## config.mk

```make
export PLATFORM = sky130hd
export DESIGN_NAME = id_ex_stage_reg
export DESIGN_NICKNAME = d
export VERILOG_FILES = /design/src/rtl/id_ex_stage_reg_pkg.sv /design/src/rtl/id_ex_stage_reg_load_use_detect.sv /design/src/rtl/id_ex_stage_reg.sv
export SDC_FILE = /design/constraint.sdc
export NUM_CORES = 1
export LEC_CHECK = 0
export ABC_AREA = 1
export CAP_MARGIN = 15
export CELL_PAD_IN_SITES_DETAIL_PLACEMENT = 0
export CELL_PAD_IN_SITES_GLOBAL_PLACEMENT = 1
export CORE_MARGIN = 5
export CORE_UTILIZATION = 29
export DETAILED_ROUTE_END_ITERATION = 16
export PLACE_DENSITY = 0.79
export SLEW_MARGIN = 20
export SYNTH_ARGS = -nofsm -noshare
export SYNTH_HDL_FRONTEND = slang
export SYNTH_HIERARCHICAL = 1
export SYNTH_SLANG_ARGS = --single-unit
```

## constraint.sdc

```tcl
create_clock -name clk -period 1.9 [get_ports clk]
set_clock_uncertainty 0.05 [all_clocks]
set_input_delay 0.38 -clock clk [delete_from_list [all_inputs] [get_ports clk]]
set_output_delay 0.38 -clock clk [all_outputs]
set_load 0.01 [all_outputs]
```

## src/rtl/id_ex_stage_reg_pkg.sv

```systemverilog
// id_ex_stage_reg_pkg: shared MIPS32 definitions for the ID/EX stage.
// Holds the ALU opcodes, the zero register index and the bubble control vector.
package id_ex_stage_reg_pkg;
  localparam int ALUOP_W = 4;
  localparam logic [ALUOP_W-1:0] ALU_ADD = 4'd0, ALU_SUB = 4'd1, ALU_AND = 4'd2, ALU_OR = 4'd3,
                                 ALU_XOR = 4'd4, ALU_NOR = 4'd5, ALU_SLT = 4'd6, ALU_SLL = 4'd7,
                                 ALU_SRL = 4'd8, ALU_SRA = 4'd9, ALU_LUI = 4'd10;
  localparam logic [4:0] REG_ZERO = 5'd0;
  typedef struct packed {
    logic reg_write;
    logic mem_read;
    logic mem_write;
    logic mem_to_reg;
    logic alu_src;
  } ctrl_t;
  localparam ctrl_t CTRL_BUBBLE = '0;
endpackage

```

## src/rtl/id_ex_stage_reg_load_use_detect.sv

```systemverilog
// load_use_detect: combinational compare of a load in EX against the sources read in ID.
module load_use_detect
  import id_ex_stage_reg_pkg::*;
#(
  parameter int REG_W = 5
) (
  input  logic             ex_valid_i,
  input  logic             ex_mem_read_i,
  input  logic [REG_W-1:0] ex_dst_i,
  input  logic             id_valid_i,
  input  logic [REG_W-1:0] id_rs_i,
  input  logic [REG_W-1:0] id_rt_i,
  input  logic             id_uses_rt_i,
  output logic             hazard_o
);
  assign hazard_o = ex_valid_i && ex_mem_read_i && ex_dst_i != REG_W'(REG_ZERO) && id_valid_i &&
                    (ex_dst_i == id_rs_i || (id_uses_rt_i && ex_dst_i == id_rt_i));
endmodule

```

## src/rtl/id_ex_stage_reg.sv

```systemverilog
// id_ex_stage_reg: ID/EX pipeline register with load-use bubble, flush, hold and WB bypass.
// Define ID_EX_STALL_STATS_EN to add saturating load-use and flush counters.
module id_ex_stage_reg #(
  parameter int DATA_W  = 32,
  parameter int REG_W   = 5,
  parameter int ALUOP_W = 4
) (
  input  logic               clk,
  input  logic               rst_n,
  input  logic               valid_ID,
  input  logic [REG_W-1:0]   rs_ID,
  input  logic [REG_W-1:0]   rt_ID,
  input  logic [REG_W-1:0]   dst_ID,
  input  logic               uses_rt_ID,
  input  logic [DATA_W-1:0]  rs_data_ID,
  input  logic [DATA_W-1:0]  rt_data_ID,
  input  logic [DATA_W-1:0]  imm_ID,
  input  logic               RegWrite_ID,
  input  logic               MemRead_ID,
  input  logic               MemWrite_ID,
  input  logic               MemtoReg_ID,
  input  logic               ALUSrc_ID,
  input  logic [ALUOP_W-1:0] ALUOp_ID,
  input  logic               RegWrite_WB,
  input  logic [REG_W-1:0]   rd_WB,
  input  logic [DATA_W-1:0]  wdata_WB,
  input  logic               flush_EX,
  input  logic               hold_EX,
  output logic               valid_EX,
  output logic [REG_W-1:0]   rs_EX,
  output logic [REG_W-1:0]   rt_EX,
  output logic [REG_W-1:0]   dst_EX,
  output logic [DATA_W-1:0]  rs_data_EX,
  output logic [DATA_W-1:0]  rt_data_EX,
  output logic [DATA_W-1:0]  imm_EX,
  output logic               RegWrite_EX,
  output logic               MemRead_EX,
  output logic               MemWrite_EX,
  output logic               MemtoReg_EX,
  output logic               ALUSrc_EX,
  output logic [ALUOP_W-1:0] ALUOp_EX,
  output logic               stall_ID
`ifdef ID_EX_STALL_STATS_EN
  ,
  output logic [31:0]        load_use_cnt,
  output logic [31:0]        flush_cnt
`endif
);
  import id_ex_stage_reg_pkg::*;
  typedef struct packed {
    logic               valid;
    logic [REG_W-1:0]   rs;
    logic [REG_W-1:0]   rt;
    logic [REG_W-1:0]   dst;
    logic [DATA_W-1:0]  rs_data;
    logic [DATA_W-1:0]  rt_data;
    logic [DATA_W-1:0]  imm;
    ctrl_t              ctrl;
    logic [ALUOP_W-1:0] alu_op;
  } ex_t;
  localparam ex_t BUBBLE = '{ctrl: CTRL_BUBBLE, default: '0};
  ex_t  ex_q, ex_d, cap;
  logic load_use, rs_byp, rt_byp;
  load_use_detect #(.REG_W(REG_W)) u_load_use_detect (
    .ex_valid_i   (ex_q.valid),
    .ex_mem_read_i(ex_q.ctrl.mem_read),
    .ex_dst_i     (ex_q.dst),
    .id_valid_i   (valid_ID),
    .id_rs_i      (rs_ID),
    .id_rt_i      (rt_ID),
    .id_uses_rt_i (uses_rt_ID),
    .hazard_o     (load_use)
  );
  // Same-cycle WB write lands in the operand so EX never sees a stale register file read
  assign rs_byp = RegWrite_WB && rd_WB != REG_W'(REG_ZERO) && rd_WB == rs_ID;
  assign rt_byp = RegWrite_WB && rd_WB != REG_W'(REG_ZERO) && rd_WB == rt_ID;
  assign cap = '{valid: 1'b1, rs: rs_ID, rt: rt_ID, dst: dst_ID,
                 rs_data: rs_byp ? wdata_WB : rs_data_ID,
                 rt_data: rt_byp ? wdata_WB : rt_data_ID,
                 imm: imm_ID,
                 ctrl: '{RegWrite_ID, MemRead_ID, MemWrite_ID, MemtoReg_ID, ALUSrc_ID},
                 alu_op: ALUOp_ID};
  assign ex_d = (flush_EX || (!hold_EX && (load_use || !valid_ID))) ? BUBBLE : hold_EX ? ex_q : cap;
  always_ff @(posedge clk or negedge rst_n)
    if (!rst_n) ex_q <= '0;
    else ex_q <= ex_d;
  assign valid_EX    = ex_q.valid;
  assign rs_EX       = ex_q.rs;
  assign rt_EX       = ex_q.rt;
  assign dst_EX      = ex_q.dst;
  assign rs_data_EX  = ex_q.rs_data;
  assign rt_data_EX  = ex_q.rt_data;
  assign imm_EX      = ex_q.imm;
  assign RegWrite_EX = ex_q.ctrl.reg_write;
  assign MemRead_EX  = ex_q.ctrl.mem_read;
  assign MemWrite_EX = ex_q.ctrl.mem_write;
  assign MemtoReg_EX = ex_q.ctrl.mem_to_reg;
  assign ALUSrc_EX   = ex_q.ctrl.alu_src;
  assign ALUOp_EX    = ex_q.alu_op;
  assign stall_ID    = load_use | hold_EX;
`ifdef ID_EX_STALL_STATS_EN
  logic [31:0] lu_cnt_q, lu_cnt_d, fl_cnt_q, fl_cnt_d;
  assign lu_cnt_d = lu_cnt_q + 32'((load_use && !hold_EX && !flush_EX) && !(&lu_cnt_q));
  assign fl_cnt_d = fl_cnt_q + 32'(flush_EX && !(&fl_cnt_q));
  always_ff @(posedge clk or negedge rst_n)
    if (!rst_n) begin
      lu_cnt_q <= '0;
      fl_cnt_q <= '0;
    end else begin
      lu_cnt_q <= lu_cnt_d;
      fl_cnt_q <= fl_cnt_d;
    end
  assign load_use_cnt = lu_cnt_q;
  assign flush_cnt    = fl_cnt_q;
`endif
endmodule

```

# --- After elaboration in Yosys (flattened, before gate mapping) ---
# Cells that the tools add are included.
word_totals:
  reg_bits: 121
  output_inout_bits: 122
  word_cells: 39
classes:
  eq_ne: 5
  mux: 4
  bitwise_logic: 1
  n_reduce_logical: 16
op_table:
  columns: ["op", "count"]
  rows:
  - ["121-bit two-way mux", 2]
  - ["32-bit two-way mux", 2]
  - ["5-bit == test", 4]
  - ["5-bit nonzero test", 2]
  - ["1-bit logical AND", 9]
  - ["1-bit logical OR", 3]
  - ["1-bit logical NOT", 2]
  - ["2-bit by 1-bit != test with 1-bit output (second input constant)", 1]
  - ["1-bit OR", 1]

# --- Longest topological paths before layout ---
# Gate-level depths: netlist of run 1.
logic_depth:
  depth_word: 8
  ltp_mapped: 15
  mapped_depth_nobuf: 13

# --- Cells and area by module ---
# Netlist of run 1, hierarchy kept.
by_module_without_submodules:
  columns: ["mod", "instances", "cells_per_inst", "area_per_inst_um2", "seq_area_each_um2"]
  rows:
  - ["id_ex_stage_reg", 1, 686, 5858.1, 3027.9]
  - ["load_use_detect", 1, 53, 221.5, 0.0]

# --- Worst setup path before layout of run 1 ---
# No wires, ideal clock.
synth_timing:
  path_type: "flip-flop to flip-flop"
  start: "register ex_q (netlist bit dst_EX[3])"
  end: "register ex_q (netlist bit rs_data_EX[10])"
  arrival_time_ps: 1607
  required_ps: 1733
  setup_slack_ps: 125
  stages_incl_launch_ff: 16
  n_path_buf: 2
  cell_sequence: "dfrtp_1 -> inv_2 -> nand2_2 -> nand2_1 -> nor2_1 -> nand3_1 -> a21oi_2 -> inv_1 -> nand2_1 -> a21oi_1 -> nand2_1 -> inv_2 -> buf_6 -> buf_4 -> nand3_1 -> nand2_1"
synth_between:
  elab_chain_len: 8
  word_cells_on_any_way: 13
  classes_between: "3 x eq/ne; 1 x mux; 9 x reduce/logical"
synth_lines:
  columns: ["element", "line_no", "source"]
  rows:
  - ["start, declared", "id_ex_stage_reg.sv:62", "ex_t ex_q, ex_d, cap;"]
  - ["start signal, assigned", "id_ex_stage_reg.sv:85", "if (!rst_n) ex_q <= '0;"]
  - ["start signal, assigned", "id_ex_stage_reg.sv:86", "else ex_q <= ex_d;"]
  - ["5-bit == test / 5-bit nonzero test (equally long branches)", "id_ex_stage_reg_load_use_detect.sv:17, id_ex_stage_reg_load_use_detect.sv:16", null]
  - ["1-bit logical AND, on equally long branches", "id_ex_stage_reg_load_use_detect.sv:17, id_ex_stage_reg_load_use_detect.sv:16", null]
  - ["1-bit logical OR / 1-bit logical AND (equally long branches)", "id_ex_stage_reg_load_use_detect.sv:17, id_ex_stage_reg_load_use_detect.sv:16", null]
  - ["1-bit logical AND *", "id_ex_stage_reg_load_use_detect.sv:16", "assign hazard_o = ex_valid_i && ex_mem_read_i && ex_dst_i != REG_W'(REG_ZERO) && id_valid_i &&"]
  - ["net load_use", "id_ex_stage_reg.sv:63", "logic load_use, rs_byp, rt_byp;"]
  - ["1-bit logical OR *", "id_ex_stage_reg.sv:83", "assign ex_d = (flush_EX || (!hold_EX && (load_use || !valid_ID))) ? BUBBLE : hold_EX ? ex_q : cap;"]
  - ["1-bit logical AND *", "id_ex_stage_reg.sv:83", null]
  - ["1-bit logical OR *", "id_ex_stage_reg.sv:83", null]
  - ["2-bit by 1-bit != test with 1-bit output (no line) / 121-bit two-way mux (equally long branches)", null, null]
# Mark *: on every way through the listed nets, which the timed path passes. The rest lies on a longest branch.
# A chain may end at the register's enable or synchronous reset.

# --- Worst setup path after layout of run 1 ---
layout_timing:
  start: "input port rt_ID[4]"
  end: "output port stall_ID"
layout_between:
  elab_chain_len: 5
layout_lines:
  columns: ["element", "line_no", "source"]
  rows:
  - ["start, declared", "id_ex_stage_reg.sv:12", "input logic [REG_W-1:0] rt_ID,"]
  - ["5-bit == test", "id_ex_stage_reg_load_use_detect.sv:17", "(ex_dst_i == id_rs_i || (id_uses_rt_i && ex_dst_i == id_rt_i));"]
  - ["1-bit logical AND", "id_ex_stage_reg_load_use_detect.sv:17", null]
  - ["1-bit logical OR", "id_ex_stage_reg_load_use_detect.sv:17", null]
  - ["1-bit logical AND", "id_ex_stage_reg_load_use_detect.sv:16", null]
  - ["net load_use", "id_ex_stage_reg.sv:63", null]
  - ["1-bit OR", "id_ex_stage_reg.sv:100", "assign stall_ID = load_use | hold_EX;"]
  - ["end, declared", "id_ex_stage_reg.sv:42", "output logic stall_ID"]
# The timed path passes the listed nets, and every way through them passes these cells.

==> results of run 1 <==
==> state kept, by name, summed over array words and instances, names as in the netlist <==
name	flops
imm_EX	32
rs_data_EX	32
rt_data_EX	32
dst_EX	5
rs_EX	5
rt_EX	5
ALUOp_EX	4
ALUSrc_EX	1
MemRead_EX	1
MemWrite_EX	1
MemtoReg_EX	1
RegWrite_EX	1
valid_EX	1
==> worst max-delay path: stages <==
cell and delay (ns):
clkdlybuf4s50_1 0.51, inv_1 0.05, nand2_1 0.05, nand2_1 0.07
nor2_2 0.10, nand3_1 0.10, a21oi_2 0.15, inv_1 0.06
nand2_1 0.05, buf_2 0.12
==> cells by family after synthesis <==
| kind of cell | Yosys count |
|---|---|
| simple gates | 383 |
| buf+inv | 168 |
| flops | 121 |
| compound gates | 58 |
| xor+xnor | 9 |
==> timing repair <==
| item | CTS | global route |
|---|---|---|
| setup endpoints to repair | 126 | 119 |
| pin swaps | 4 | 33 |
| setup buffers | 5 | 5 |
| gates resized for setup | 41 | 78 |
| hold buffers | 1 | 0 |
| cloned | 2 | 12 |
| endpoints found under the hold margin | 121 | 0 |
==> where the power goes <==
part / switching (mW) / internal, mW / total [mW]
sequential: 0.114 / 2.76 / 2.87
combinational: 0.825 / 1.04 / 1.86
clock: 1.47 / 1.78 / 3.25
total: 2.41 / 5.57 / 7.98
==> final cells by class <==
| class | count | area share, % |
|---|---|---|
| repair inverters | 1 | 0.271 |
| flip-flops and latches | 121 | 27.4 |
| multi-input cells | 450 | 24.2 |
| clock buffers | 17 | 3.84 |
| diodes | 2 | 0.0452 |
| clock inverters | 15 | 1.57 |
| well taps | 275 | 3.10 |
| repair buffers | 358 | 35.5 |
| inverters | 118 | 4.11 |
==> layer usage <==
layer / track usage, % / vias to the layer above / share of wire [%]
met2: 30.4 / 258 / 48
met3: 7.13 / 28 / 8.6
li1: - / 3065 / -
met1: 24.2 / 3013 / 42
met5: 0 / - / 0.19
met4: 4.84 / 6 / 1.5
==> layout by cell type, fill, tap and decap left out, types with 4 or more instances in the layout <==
| cell | synthesis | layout |
|---|---|---|
| nor2_1 | 8 | 7 |
| nor2_4 | 3 | 5 |
| inv_8 | 0 | 5 |
| clkinv_8 | 0 | 5 |
| buf_4 | 9 | 31 |
| inv_2 | 5 | 6 |
| a22o_1 | 54 | 54 |
| clkbuf_16 | 0 | 26 |
| dfrtp_1 | 121 | 117 |
| inv_6 | 0 | 4 |
| nand4_1 | 66 | 66 |
| nand2_1 | 233 | 222 |
| dlygate4sd2_1 | 0 | 11 |
| dfrtp_2 | 0 | 4 |
| inv_1 | 113 | 111 |
| xor2_1 | 6 | 6 |
| clkdlybuf4s50_1 | 0 | 271 |
| nand3_2 | 2 | 65 |
| buf_12 | 0 | 25 |
| nand2_2 | 1 | 11 |
==> worst paths after layout <==
| path | from | endpoint | slack [ns] |
|---|---|---|---|
| max in group asynchronous | rst_n | dst_EX[3]$_DFFE_PN0P_ | 0.99 |
| max reg2reg | dst_EX[0]$_DFFE_PN0P_ | imm_EX[24]$_DFFE_PN0P_ | -0.16 |
| min reg2reg | rt_data_EX[12]$_DFFE_PN0P_ | rt_data_EX[12]$_DFFE_PN0P_ | 0.42 |
| min in group asynchronous | rst_n | rt_data_EX[1]$_DFFE_PN0P_ | 0.48 |
| max | rt_ID[4] | stall_ID | -0.17 |
| min | rt_ID[2] | rt_EX[2]$_DFFE_PN0P_ | 0.36 |
==> run_results.csv, run 1 <==
group,metric,value,unit
power_and_ir_drop,power_density,720,nW/um^2
synth,seq_area_frac_synth,49.8,%
sta,final-hold-violation-count,0,
route,vias,6370,
run_status,violations,"setup timing",
layout,nets,1231,
critical_path,crit_arrival,1.64,ns
run_status,status,"finished with violations",
clock_tree,h-tree-depth,4,
synth,syn_inst,739,
layout,layoutNonFillerInstCount,1357,
synth,synth_common_cells,"233 x nand2_1, 121 x dfrtp_1, 113 x inv_1",
clock_tree,cts_root_buffer,"clkbuf_16",
route,dr.pass1.iters,5,
sta,fin_hold_ws,0.355,ns
min_path,hold_depth,2,
route,drcViolationCount,0,
synth,muxShareOfSynthArea,0,%
floorplanning,start_util,29.2,%
floorplanning,row_count,53,
route,wirelength,24300,um
layout,register_area,3030,sq um
layout,area_growth,82.3,%
critical_path,required,1.47,ns
place,dp_slack,-0.637,ns
synth,yosys.area_share.simple,28.5,%
synth,synth_area_per_cell,8.23,sq um
global_route,grt-ovfl-total,0,
floorplanning,num_io_pins,286,
layout,multi_input_area,2690,sq um
critical_path,crit_fanout,3,
sta,setup_viol_count_final,119,
critical_path,end_kind,"output pin",
critical_path,start_kind,"input port",
power_and_ir_drop,total_leakage_power,5.43,nW
global_route,grt_usage,18.9,%
critical_path,path_class,"input port to output pin",
synth,synth_enable_flop_cells,0,
global_route,grt_max_degree,65,
synth,ys_warn_count,6,
critical_path,r2r_cells,14,
clock_tree,cts_tree,"yes",
synth,netlist_area,6080,sq um
place,placedInstanceArea,9620,sq um
sta,worst_slack,-0.174,ns
layout,drive_gt1_share,19.0,%
sta,relSlewSlack,75.4,%
synth,synth_top_family_by_area,"simple AND/OR/NAND/NOR gates",
synth,synth_nets,903,
synth,ys_ff_latch,121,
clock_tree,cts_buffers,17,
route,drtAntennaViolNets,0,
floorplanning,die-area,24000,sq um
clock_tree,path_clk_slew,0.07,ns
layout,n_fill_cell,1933,
synth,synth.largest_area_cell,"dfrtp_1",
clock_tree,clkLatencyLatePin,0.42,ns
synth,synth_top_area_share,49.8,%
sta,drv_slew,0,
global_route,antenna_found_initial,5,
synth,yosys_most_used_dff,"dfrtp_1",
run,cap_violations,0,
layout,finish.utilization,53.2,%
min_path,hold_path.class,"input port to flop",
floorplanning,core,20800,sq um
route,routedWlPerCell,17.9,um
synth,synthAdderAreaFrac,0,%
sta,period_needed,2.07,ns
clock_tree,cts_sinks,121,
clock_tree,clockBufferDepth,2,
sta,period_share,109,%
floorplanning,die_h,155,um
synth,yosys.area_share.xor_xnor,1.30,%
place,gp_congestion,0.860,
synth,synth_compound_area_share,8.17,%
synth,synth_area_leaders,"dfrtp_1 50%, nand2_1 14%, a22o_1 7.8%",
sta,tns,-13.16,ns
layout,stdcell_area,11100,sq um
synth,synthDistinctLibCells,22,
place,dp.cells,1299,
sta,fmax,0.482,GHz
sta,tightest_slew,0.369,ns
global_route,grt_pass1_wl,35700,um
floorplanning,die_w,155,um
place,portBuffers,285,
power_and_ir_drop,finalPower,7.98,mW
global_route,grt_pass1_vias,6387,
place,dp_hpwl,16300,um
synth,async_flop_share,100,%
route,drt-vias-per-instance,4.69,
power_and_ir_drop,max-vdd-ir-drop,518,uV
synth,synth.most_common_cell,"nand2_1",
sta,rsz0062_at_grt,"true",
route,drtIter0Drc,283,
No activity file was read; power rests on OpenSTA's default activity.
==> run 2, diff against run 1 <==
==> constraint.sdc (replaced) <==
create_clock -name clk -period 2.3 [get_ports clk]
set_clock_uncertainty 0.05 [all_clocks]
set_input_delay 0.46 -clock clk [delete_from_list [all_inputs] [get_ports clk]]
set_output_delay 0.46 -clock clk [all_outputs]
set_load 0.01 [all_outputs]
==> run 2 against run 1 <==
The flow now finishes without violations. Critical path depth decreased by 1. Flip-flop and latch count unchanged. Sequential share of layout area grew 2.9 points. Highest routed layer is now met4.
==> run_results.csv, run 2 (synthesis gave the netlist of run 1 again) <==
group,metric,value,unit
run_status,status,"completed",
critical_path,crit_fanout,6,
critical_path,cp_slowest_cell,"dfrtp_1",
floorplanning,row_count,53,
global_route,grt_pass1_vias,6056,
global_route,grt_max_degree,122,
power_and_ir_drop,max-vdd-ir-drop,488,uV
global_route,grt_usage,18.4,%
sta,tns,0,ns
clock_tree,path_clk_slew,0.06,ns
layout,area_growth,64.9,%
global_route,grt-ovfl-total,0,
clock_tree,h-tree-depth,4,
critical_path,reg2reg_to,"rs_data_EX[10]$_DFFE_PN0P_",
power_and_ir_drop,sw_frac_of_total,28.1,%
run,cap_violations,0,
power_and_ir_drop,clkPwrFrac,42.8,%
sta,rsz0062_at_grt,"false",
route,drcViolationCount,0,
sta,relSlewSlack,60.8,%
floorplanning,start_util,29.2,%
layout,layout_commonest_cell,"clkdlybuf4s50_1",
power_and_ir_drop,power_frac_seq,36.9,%
critical_path,slowest_delay,0.48,ns
power_and_ir_drop,power_density,642,nW/um^2
clock_tree,cts_buffers,17,
global_route,grt_pass1_wl,34700,um
clock_tree,clkLatencyLatePin,0.41,ns
sta,setup_viol_count_final,0,
route,vias,6023,
place,portBuffers,285,
place,placedInstanceArea,9400,sq um
critical_path,cpMostUsedCell,"nand2_1",
floorplanning,die_h,155,um
place,gp_congestion,0.854,
layout,stdcell_area,10000,sq um
floorplanning,die-area,24000,sq um
clock_tree,cts_setup_buffers,0,
clock_tree,clockBufferDepth,2,
sta,tightest_slew,0.588,ns
floorplanning,die_w,155,um
power_and_ir_drop,p_sw,1.81,mW
layout,drive_gt1_share,8.00,%
floorplanning,num_io_pins,286,
min_path,hold_path.class,"input port to asynchronous set/reset pin",
sta,worst_slack,0.148,ns
power_and_ir_drop,intPower,4.63,mW
critical_path,crit_arrival,1.64,ns
clock_tree,cts_tree,"yes",
global_route,antenna_found_initial,1,
critical_path,critical_path.top_delay_family,"flip-flops",
sta,period_share,93.6,%
critical_path,r2r_cells,14,
layout,nets,1188,
floorplanning,core,20800,sq um
critical_path,r2r_slack,0.28,ns
place,dp_hpwl,15700,um
route,drtIter0Drc,308,
sta,final-hold-violation-count,0,
route,dr.pass1.iters,4,
route,wirelength,22500,um
sta,period_needed,2.15,ns
clock_tree,cts_root_buffer,"clkbuf_16",
critical_path,start_kind,"flop",
critical_path,required,1.79,ns
power_and_ir_drop,p_comb_share,20.3,%
place,dp_slack,-0.349,ns
critical_path,cp.buffers_inverters,3,
critical_path,rr_startpoint,"dst_EX[3]$_DFFE_PN0P_",
layout,layout_common_cells,"275 x clkdlybuf4s50_1, 233 x nand2_1, 117 x dfrtp_1, 113 x inv_1",
power_and_ir_drop,finalPower,6.44,mW
critical_path,end_kind,"output pin",
clock_tree,cts_sinks,121,
layout,n_fill_cell,2073,
route,routedWlPerCell,17.2,um
critical_path,path_cells,"inv_2, nand2_1, nand2_1, nor2_1, nand3_1, a21oi_2, inv_1, nand2_1, buf_2",
sta,fmax,0.465,GHz
route,drtAntennaViolNets,0,
power_and_ir_drop,total_leakage_power,5.02,nW
sta,drv_slew,0,
route,drt-vias-per-instance,4.59,
layout,finish.utilization,48.1,%
critical_path,path_class,"flop to output pin",
-- run 2: cell count changes in the layout (fill, tap and decap cells not counted), moves of 3 or more --
cell / change
buf_12: -10
buf_4: -15
buf_6: -3
buf_8: -3
clkbuf_16: -9
clkdlybuf4s50_1: +4
clkinv_8: -5
dlygate4sd2_1: -9
dlymetal6s2s_1: +5
nand2_1: +11
nand2_2: -10
nand3_1: +64
nand3_2: -63
-- run 2: power by group through the flow --
stage          combinational, mW  sequential (mW)  clock, mW
5_1_grt                     1.41             2.39       2.95
2_1_floorplan              0.408             2.47          0
3_5_place_dp                1.32             2.41          0
4_1_cts                     1.33             2.37       2.85
3_3_place_gp                1.32             2.41          0
6_report                    1.30             2.37       2.76
-- run 2: repair_timing --
action | CTS | global route
endpoints found under the setup margin | 1 | 1
resized for setup | 6 | 10
hold buffers | 1 | 0
pin swaps | 0 | 1
hold endpoints to repair | 8 | 0
-- run 2: through the flow --
stage          hold slack [ns]  std cells
2_1_floorplan            0.114        739
3_3_place_gp             0.258       1279
3_5_place_dp             0.261       1279
4_1_cts                  0.370       1312
5_1_grt                  0.372       1313
6_report                 0.387       1313
-- run 2: routing by layer --
metal | wire length, um | vias to the layer above | track usage [%]
met3 | 1970 | 15 | 6.80
met4 | 252 | 0 | 4.67
met1 | 9630 | 2808 | 23.9
met2 | 10700 | 231 | 29.2
met5 | 0 | - | 0
li1 | - | 2969 | -
-- run 2: layout make-up --
cell class / count / area (sq um) / area share, %
Multi-Input combinational cell: 450 / 2320 / 23.1
Inverter: 118 / 444 / 4.43
Clock inverter: 15 / 176 / 1.76
Sequential cell: 121 / 3030 / 30.3
Antenna cell: 1 / 2.50 / 0.0250
Timing Repair Buffer: 316 / 3280 / 32.7
Tap cell: 275 / 344 / 3.43
Clock buffer: 17 / 425 / 4.24
-- run 2: how the worst max path moves through the flow --
stage,from,endpoint,cells past startpoint
finish,dst_EX[3]$_DFFE_PN0P_,stall_ID,9
global route,rt_ID[0],stall_ID,10
CTS,rt_ID[2],stall_ID,10
detailed placement,rt_ID[3],stall_ID,10
global placement,rt_ID[3],stall_ID,10
floorplan,dst_EX[3]$_DFFE_PN0P_,rs_data_EX[10]$_DFFE_PN0P_,15
-- run 2: worst register-to-register path, delay by kind of cell (launching register included) --
family / cells / cell delay [ns]
compound gates: 2 / 0.20
simple gates: 8 / 0.74
flops: 1 / 0.48
buf+inv: 4 / 0.44
==> run 3, diff against run 2 <==
--- a/config.mk
+++ b/config.mk
@@ -7,12 +7,11 @@
 export LEC_CHECK = 0
 export ABC_AREA = 1
 export CAP_MARGIN = 15
-export CELL_PAD_IN_SITES_DETAIL_PLACEMENT = 0
-export CELL_PAD_IN_SITES_GLOBAL_PLACEMENT = 1
 export CORE_MARGIN = 5
-export CORE_UTILIZATION = 29
+export CORE_UTILIZATION = 42
 export DETAILED_ROUTE_END_ITERATION = 16
-export PLACE_DENSITY = 0.79
+export PLACE_DENSITY = 0.8
+export SETUP_SLACK_MARGIN = 0.15
 export SLEW_MARGIN = 20
 export SYNTH_ARGS = -nofsm -noshare
 export SYNTH_HDL_FRONTEND = slang
==> constraint.sdc (replaced) <==
create_clock -name clk -period 2.1 [get_ports clk]
set_clock_uncertainty 0.05 [all_clocks]
set_input_delay 0.42 -clock clk [delete_from_list [all_inputs] [get_ports clk]]
set_output_delay 0.42 -clock clk [all_outputs]
set_load 0.01 [all_outputs]
==> run 3 against run 2 <==
Final cell count shrank 5.6%. Core utilization grew 23 points. Sequential power grew 9.7%. Combinational power grew 16%. Global-route usage grew 6.5 points. Via count grew 5.3%. Design area grew 2.5%. Power grew 13%. Flip-flop and latch count is the same. Register-to-register slack lost 0.25 ns. Hold slack lost 0.059 ns. Critical path type is now flop to flop. First-iteration DRC count grew 50%.
==> run_results.csv, run 3 (synthesis gave the netlist of run 1 again) <==
group,metric,value,unit
run_status,status,"completed",
route,drtIter0Drc,461,
sta,period_needed,2.07,ns
layout,layoutNonFillerInstCount,1240,
sta,fin_hold_ws,0.328,ns
critical_path,r2r_slack,0.03,ns
sta,setup_viol_count_final,0,
layout,finish.utilization,71.5,%
sta,worst_slack,0.0316,ns
route,drtAntennaViolNets,0,
route,vias,6343,
power_and_ir_drop,max-vdd-ir-drop,534,uV
global_route,grt_max_degree,122,
sta,relSlewSlack,63.2,%
critical_path,end_kind,"flop",
clock_tree,h-tree-depth,4,
floorplanning,die_h,130,um
power_and_ir_drop,power_density,710,nW/um^2
floorplanning,die_w,130,um
place,gp_congestion,0.926,
floorplanning,start_util,42.3,%
place,dp.cells,1193,
floorplanning,core,14400,sq um
global_route,grt_pass1_wl,32700,um
sta,fmax,0.483,GHz
layout,multi_input_area,2370,sq um
sta,drv_slew,0,
floorplanning,num_io_pins,286,
clock_tree,clockBufferDepth,2,
clock_tree,cts_root_buffer,"clkbuf_16",
route,wirelength,22200,um
route,drt-vias-per-instance,5.12,
place,dp_slack,-0.466,ns
clock_tree,cts_buffers,17,
layout,layout_common_cells,"269 x clkdlybuf4s50_1, 232 x nand2_1, 116 x dfrtp_1, 110 x inv_1, 66 x nand4_1",
sta,rsz0062_at_grt,"true",
sta,tightest_slew,0.552,ns
floorplanning,row_count,44,
route,drcViolationCount,0,
critical_path,start_kind,"flop",
sta,period_share,98.5,%
place,portBuffers,285,
sta,tns,0,ns
min_path,hold_path.class,"input port to flop",
layout,antenna_cells,0,
global_route,antenna_found_initial,0,
global_route,grt_usage,24.9,%
floorplanning,die-area,17000,sq um
critical_path,crit_fanout,9,
critical_path,crit_arrival,2.31,ns
layout,register_area,3030,sq um
global_route,grt_pass1_vias,6318,
clock_tree,cts_sinks,121,
layout,layout_commonest_cell,"clkdlybuf4s50_1",
clock_tree,clkLatencyLatePin,0.42,ns
critical_path,path_class,"flop to flop",
layout,nets,1207,
place,dp_hpwl,15000,um
route,dr.pass1.iters,5,
layout,drive_gt1_share,11.2,%
route,routedWlPerCell,17.9,um
critical_path,required,2.34,ns
global_route,grt-ovfl-total,0,
power_and_ir_drop,total_leakage_power,5.19,nW
clock_tree,cts_tree,"yes",
clock_tree,path_clk_slew,0.06,ns
layout,n_fill_cell,1106,
layout,area_growth,69.0,%
run,cap_violations,0,
sta,final-hold-violation-count,0,
[run 3: path summary, 6_finish.rpt]
kind | start | to | cells after the start
worst max-delay path | dst_EX[2]$_DFFE_PN0P_ | rt_data_EX[19]$_DFFE_PN0P_ | 15
worst min-delay path | rt_ID[0] | rt_EX[0]$_DFFE_PN0P_ | 3
worst max register to register | dst_EX[2]$_DFFE_PN0P_ | rt_data_EX[19]$_DFFE_PN0P_ | 15
worst min register to register | rs_data_EX[31]$_DFFE_PN0P_ | rs_data_EX[31]$_DFFE_PN0P_ | 2
max in group asynchronous | rst_n | dst_EX[4]$_DFFE_PN0P_ | 3
min in group asynchronous | rst_n | rt_data_EX[27]$_DFFE_PN0P_ | 2
[run 3: repair_timing]
item                                   CTS  global route
endpoints found under the hold margin   20             0
hold buffers                             1             0
setup endpoints to repair              113           123
buffers inserted                         4             2
gates resized for setup                 22            21
cloned                                   2             6
pin swaps                                4             3
[run 3: power by group]
group	switching, mW	leakage, nW	internal [mW]
clock network	1.12	0.303	2.06
logic	0.683	3.30	0.832
registers	0.105	1.59	2.50
total	1.91	5.19	5.39
[run 3: layout make-up]
class	count	area share [%]
clock inverter	13	1.85
multi-input combinational	450	23.1
tap	184	2.24
timing repair buffer	335	34.5
inverter	118	4.36
sequential	121	29.5
clock buffer	19	4.41
[run 3: routing by layer]
metal / wire length [um] / share of wire, % / GRT usage (%)
met2: 10600 / 48 / 39.4
met1: 8590 / 39 / 31.1
met3: 2370 / 11 / 8.72
met5: 0 / 0 / 0
met4: 609 / 2.7 / 10.3
[run 3: metrics by stage]
step                      instance area, sq um  power, mW
final                                    10300       7.30
after global routing                     10300       7.58
after CTS                                10000       7.28
after detailed placement                  9320       4.07
after global placement                    9320       4.05
after floorplan                           6080       3.15
[run 3: critical path: stages, from the launching register on]
cell       delay (ns)
dfrtp_2          0.42
inv_2            0.06
nand2_1          0.06
nand2_1          0.05
nor2_1           0.11
nand3_1          0.10
a21oi_2          0.13
inv_1            0.06
nand2_1          0.09
a21oi_1          0.07
nand2_1          0.15
clkinv_4         0.10
buf_12           0.17
clkbuf_16        0.17
nand3_1          0.09
nand2_1          0.07
==> edit 1, RTL diff (flow settings as in run 3) <==
The option `ID_EX_STALL_STATS_EN` is turned on by a define.
--- a/src/rtl/id_ex_stage_reg.sv
+++ b/src/rtl/id_ex_stage_reg.sv
@@ -1,4 +1,6 @@
 // id_ex_stage_reg: ID/EX pipeline register with load-use bubble, flush, hold and WB bypass.
 // Define ID_EX_STALL_STATS_EN to add saturating load-use and flush counters.
+`define ID_EX_STALL_STATS_EN
+
 module id_ex_stage_reg #(
   parameter int DATA_W  = 32,
Function (old outputs only; new: flush_cnt and load_use_cnt): kept (Yosys induction, for registers that start in step).
==> edit 1 against run 3 <==
- the flow now finishes with violations (negative setup slack)
- area after synthesis rose by 55%
- setup slack got worse by 580 ps
- power rose by 27%
- sequential power rose by 50%
- final cell count rose by 61%
- sequential cell count rose by 64
- cell area rose by 66%
- routed wire length rose by 91%
- global-route usage rose by 4.3 points
- highest routed layer is now met5
==> edit 1: results (changes against run 3) <==
status: "finished with violations"  # was finished clean
violations: "negative setup slack"
setup_viol: 173  # was 0
pre_cts_ws_ps: -852  # was -466 ps
powerDensity_mw_per_mm2: 544  # was 710 mW/mm^2
cp.arrival_ps: 2910  # was 2310 ps
internal_power_mw: 6.51  # was 5.39 mW
n_antenna_cell: 7  # was 0
powerSeq_mw: 3.90  # was 2.60 mW
n_sequential_cell: 185  # was 121
post_drt_via_cell_ratio: 5.43  # was 5.12
non_clock_buffer_count: 580  # was 335
drive_gt1_share_pct: 28.2  # was 11.2%
nonClkBufAreaFrac_pct: 35.5  # was 34.5%
drt_first_iter_violations: 926  # was 461
dp_hpwl_microns: 25400  # was 15000 microns
synth.distinct_cells: 34  # was 22
clock_latency_ps: 450  # was 420 ps
grt_pass1_vias: 10821  # was 6318
sh_seq_area_pct: 27.2  # was 29.5%
syn-num-nets: 1304  # was 903
wl_per_cell_microns: 21.3  # was 17.9 microns
antenna_found_initial: 11  # was 0
cts.reportedPaths.clkPinSlew_ps: 80  # was 60 ps
grt_max_degree: 53  # was 122
fin_nets: 1860  # was 1207
synth_top_area_share_pct: 49.2  # was 49.8%
clockBufferCount: 18  # was 19
hold_path.class: "flip-flop to flip-flop"  # was input pin to flip-flop
nNonClkInverters: 161  # was 118
clk_share_pct: 3.32  # was 6.26%
synth.top_cells.by_area: "dfrtp_1 (49%), nand2_1 (14%), nand3_1 (7.9%), inv_1 (5.8%), a22o_1 (4.7%)"  # was dfrtp_1 (50%), nand2_1 (14%), a22o_1 (7.8%), inv_1 (7.0%), nand4_1 (6.8%)
ir_drop_v: 0.000457  # was 0.000534 V
synth_common_cells: "nand2_1 (349), dfrtp_1 (185), nand3_1 (149)"  # was nand2_1 (233), dfrtp_1 (121), inv_1 (113)
fillers: 1345  # was 1106
multi_input_area_share_pct: 28.3  # was 23.1%
slowest_delay_ps: 440  # was 420 ps
p_leak_nw: 8.93  # was 5.19 nW
fin_ws_ps: -544  # was 31.6 ps
grt_use_total_pct: 29.2  # was 24.9%
multi_input_gates: 747  # was 450
[edit 1: changes by cell type after synthesis, moves of 7 or more]
cell and delta:
xnor2_1 +18, buf_2 -19, nor2_1 +48, buf_4 -7
dfrtp_1 +64, nand4_1 -53, nand2_1 +116, inv_1 +33
nand3_1 +83, buf_6 +7, nor3_1 +24, xor2_1 +30
inv_2 +10
[edit 1: path summary, 6_finish.rpt]
path / startpoint / to / slack (ps) / cells after the start
max in group asynchronous: rst_n / rs_data_EX[17] / 840 / 3
min in group asynchronous: rst_n / flush_cnt[17] / 440 / 2
min: rs_data_EX[22] / rs_data_EX[22] / 420 / 2
min reg2reg: rs_data_EX[22] / rs_data_EX[22] / 420 / 2
max reg2reg: dst_EX[1] / load_use_cnt[30] / -540 / 17
max: dst_EX[1] / load_use_cnt[30] / -540 / 17
[edit 1: through the flow]
stage                     instances  cell area (sq um)  TNS (ps)
after global placement         1883              14400    -62760
after global routing           1990              17100    -69990
final                          1992              17100    -57620
after floorplan                1136               9480      -530
after detailed placement       1883              14400    -68600
after CTS                      1962              16300    -23700
[edit 1: cells by family after synthesis]
kind of cell | after synthesis | share of synthesized area (%)
simple gates | 626 | 29.6
buf+inv | 204 | 10.1
flops | 185 | 49.2
compound gates | 60 | 5.27
xor+xnor | 57 | 5.31
fa+ha+maj | 4 | 0.532
[edit 1: routing by layer]
layer	vias to the layer above	track usage, %	wire [microns]	part of all wire, %
met4	12	14.4	2820	6.6
met3	218	7.68	3940	9.3
met1	5136	34.7	15100	36
met2	736	49.2	20400	48
met5	-	0	79	0.19
li1	4718	-	-	-
[edit 1: repair_timing]
action,in CTS,in global routing
hold buffers,1,0
buffers inserted,28,21
hold endpoints to repair,47,0
cloned,18,2
setup endpoints to repair,212,201
pin swaps,128,99
resized for setup,203,146
==> edit 2, RTL diff (config.mk and constraints of run 3) <==
Without the edit above. `DATA_W`: 32 -> 64.
--- a/src/rtl/id_ex_stage_reg.sv
+++ b/src/rtl/id_ex_stage_reg.sv
@@ -2,5 +2,5 @@
 // Define ID_EX_STALL_STATS_EN to add saturating load-use and flush counters.
 module id_ex_stage_reg #(
-  parameter int DATA_W  = 32,
+  parameter int DATA_W  = 64,
   parameter int REG_W   = 5,
   parameter int ALUOP_W = 4
Ports: changed (7 resized); port bits go from 286 to 510. The function was not compared with the original's and may differ.
==> edit 2 against run 3 <==
- the run now ends with negative setup slack left
- sequential cell count rose by 96
- power rose by 68%
- setup slack got worse by 100 ps
- cell area rose by 88%
- sequential share of layout area fell by 1.4 points
- routed wire length rose by 120%
- area after synthesis rose by 84%
- critical endpoint is now stall_ID
==> edit 2: results (changes against run 3) <==
p_leak_nw: 10.3  # was 5.19 nW
portBuffers: 509  # was 285
cp_max_fo: 6  # was 9
wirelength_microns: 49000  # was 22200 microns
fin_ws_ps: -69.6  # was 31.6 ps
die_width_microns: 173  # was 130 microns
cts.path.max_buffers: 3  # was 2
grt_max_degree: 71  # was 122
violations: "negative setup slack"
fillers: 1771  # was 1106
cts_made_buffers: 24  # was 17
ir_drop_v: 0.000515  # was 0.000534 V
setup_viol: 48  # was 0
grt_use_total_pct: 29.1  # was 24.9%
synth.distinct_cells: 25  # was 22
antenna_found_initial: 9  # was 0
dp_hpwl_microns: 31500  # was 15000 microns
clock_latency_ps: 510  # was 420 ps
drive_gt1_share_pct: 16.3  # was 11.2%
reg2reg_from: "dst_EX[2]"  # unchanged
p_sw_share_pct: 27.6  # was 26.1%
holdWs_ps: 344  # was 328 ps
cts_root_buffer: "clkbuf_16"  # unchanged
ys.warnings.count: 6  # unchanged
cts.reportedPaths.clkPinSlew_ps: 70
wl_per_cell_microns: 21.9  # was 17.9 microns
ff2ff_path_depth: 14  # was 15
synth_common_cells: "nand2_1 (423), dfrtp_1 (217), inv_1 (208)"  # was nand2_1 (233), dfrtp_1 (121), inv_1 (113)
syn-num-nets: 1626  # was 903
post_drt_via_cell_ratio: 5.47  # was 5.12
dp.cells: 2141  # was 1193
synth_edf_count: 0  # unchanged
async_reset_ff_share_pct: 100  # unchanged
synth-seq-area-share_pct: 48.5  # was 49.8%
grt_pass1_wl_microns: 70200  # was 32700 microns
synth_area_per_cell_sq_um: 8.39  # was 8.23 sq um
fin_nets: 2175  # was 1207
status: "finished with violations"  # was finished clean
gp_congestion: 0.914  # was 0.926
dr.pass1.iters: 6  # was 5
hold_path.class: "input pin to async pin"  # was input pin to flip-flop
grt_pass1_vias: 11997  # was 6318
h-tree-depth: 1  # was 4
cp.arrival_ps: 1700  # was 2310 ps
synth.top_cells.by_area: "dfrtp_1 (49%), nand2_1 (14%), nand4_1 (7.3%), inv_1 (7.0%), a22o_1 (6.7%)"  # was dfrtp_1 (50%), nand2_1 (14%), a22o_1 (7.8%), inv_1 (7.0%), nand4_1 (6.8%)
crit-reg2reg-capture: "RegWrite_EX"  # was rt_data_EX[19]
slew_headroom_pct: 71.8  # was 63.2%
drt_first_iter_violations: 1347  # was 461
[edit 2: cell count changes after synthesis, moves of 6 or more]
cell	change
nand2_1	+190
a22o_1	+32
clkbuf_8	+9
inv_1	+95
buf_12	+6
nand4_1	+64
dfrtp_1	+96
clkbuf_1	+16
buf_2	-8
nand3_1	+64
buf_6	+32
[edit 2: worst max-delay path by stage]
stage	startpoint	endpoint	slack (ps)
6_report	dst_EX[2]	stall_ID	-70
5_1_grt	dst_EX[1]	imm_EX[61]	-170
4_1_cts	dst_EX[1]	stall_ID	-70
3_5_place_dp	rs_ID[3]	stall_ID	-480
3_3_place_gp	rt_ID[3]	stall_ID	-470
2_1_floorplan	dst_EX[3]	imm_EX[61]	280
[edit 2: layer usage]
layer | part of all wire, % | global-route usage [%] | vias up
met2 | 50 | 50.9 | 823
met3 | 9.6 | 7.23 | 200
met1 | 34 | 33.6 | 5835
met4 | 6.0 | 13.7 | 2
li1 | - | - | 5416
met5 | 0.027 | 0 | -
[edit 2: cell type report]
type | count | share of cell area (%)
flip-flops and latches | 217 | 28.1
multi-input cells | 802 | 24.5
repair inverters | 3 | 0.317
diodes | 8 | 0.104
clock buffers | 35 | 3.79
well taps | 335 | 2.17
clock inverters | 8 | 0.608
inverters | 214 | 4.23
repair buffers | 621 | 36.2
[edit 2: power groups by stage]
stage | Clock [mW] | Combinational [mW] | Sequential (mW)
after global routing | 4.78 | 3.24 | 4.69
after floorplan | 0 | 0.880 | 4.85
after CTS | 4.63 | 2.85 | 4.65
final | 4.56 | 3.06 | 4.66
after detailed placement | 0 | 2.62 | 4.72
after global placement | 0 | 2.60 | 4.72
[edit 2: repair_timing]
item / in CTS / in global routing
pin swaps: 7 / 182
hold endpoints to repair: 41 / 0
gates cloned: 17 / 5
hold buffers: 1 / 0
endpoints found under the setup margin: 184 / 258
buffers inserted: 18 / 10
gates resized for setup: 82 / 208
[edit 2: kinds of logic (layout without fill, tap and decap cells)]
group | Yosys count | count (layout) | synth area share, %
buffers and inverters | 315 | 881 | 15.3
AND/OR/NAND/NOR | 703 | 703 | 28.5
other | 0 | 8 | 0
flip-flops | 217 | 217 | 48.5
XOR/XNOR | 9 | 9 | 0.705
AO/OA/AOI/OAI | 90 | 90 | 6.98
[edit 2: metrics by stage]
stage	instance area, sq um	TNS [ps]	power, mW	setup WS [ps]
floorplan	11200	0	5.73	275
CTS	18200	-2930	12.1	-67.5
global placement	16700	-56800	7.32	-470
finish	19300	-1220	12.3	-69.6
detailed placement	16700	-59830	7.34	-477
global route	19300	-11990	12.7	-175
[edit 2: critical path: stages, from the launching register on]
cell and delay, ps:
dfrtp_2 450, nand2_1 90, nand2_1 70, nor2_1 110
nand3_1 100, a21oi_2 160, inv_2 60, nand2_2 60
buf_6 100
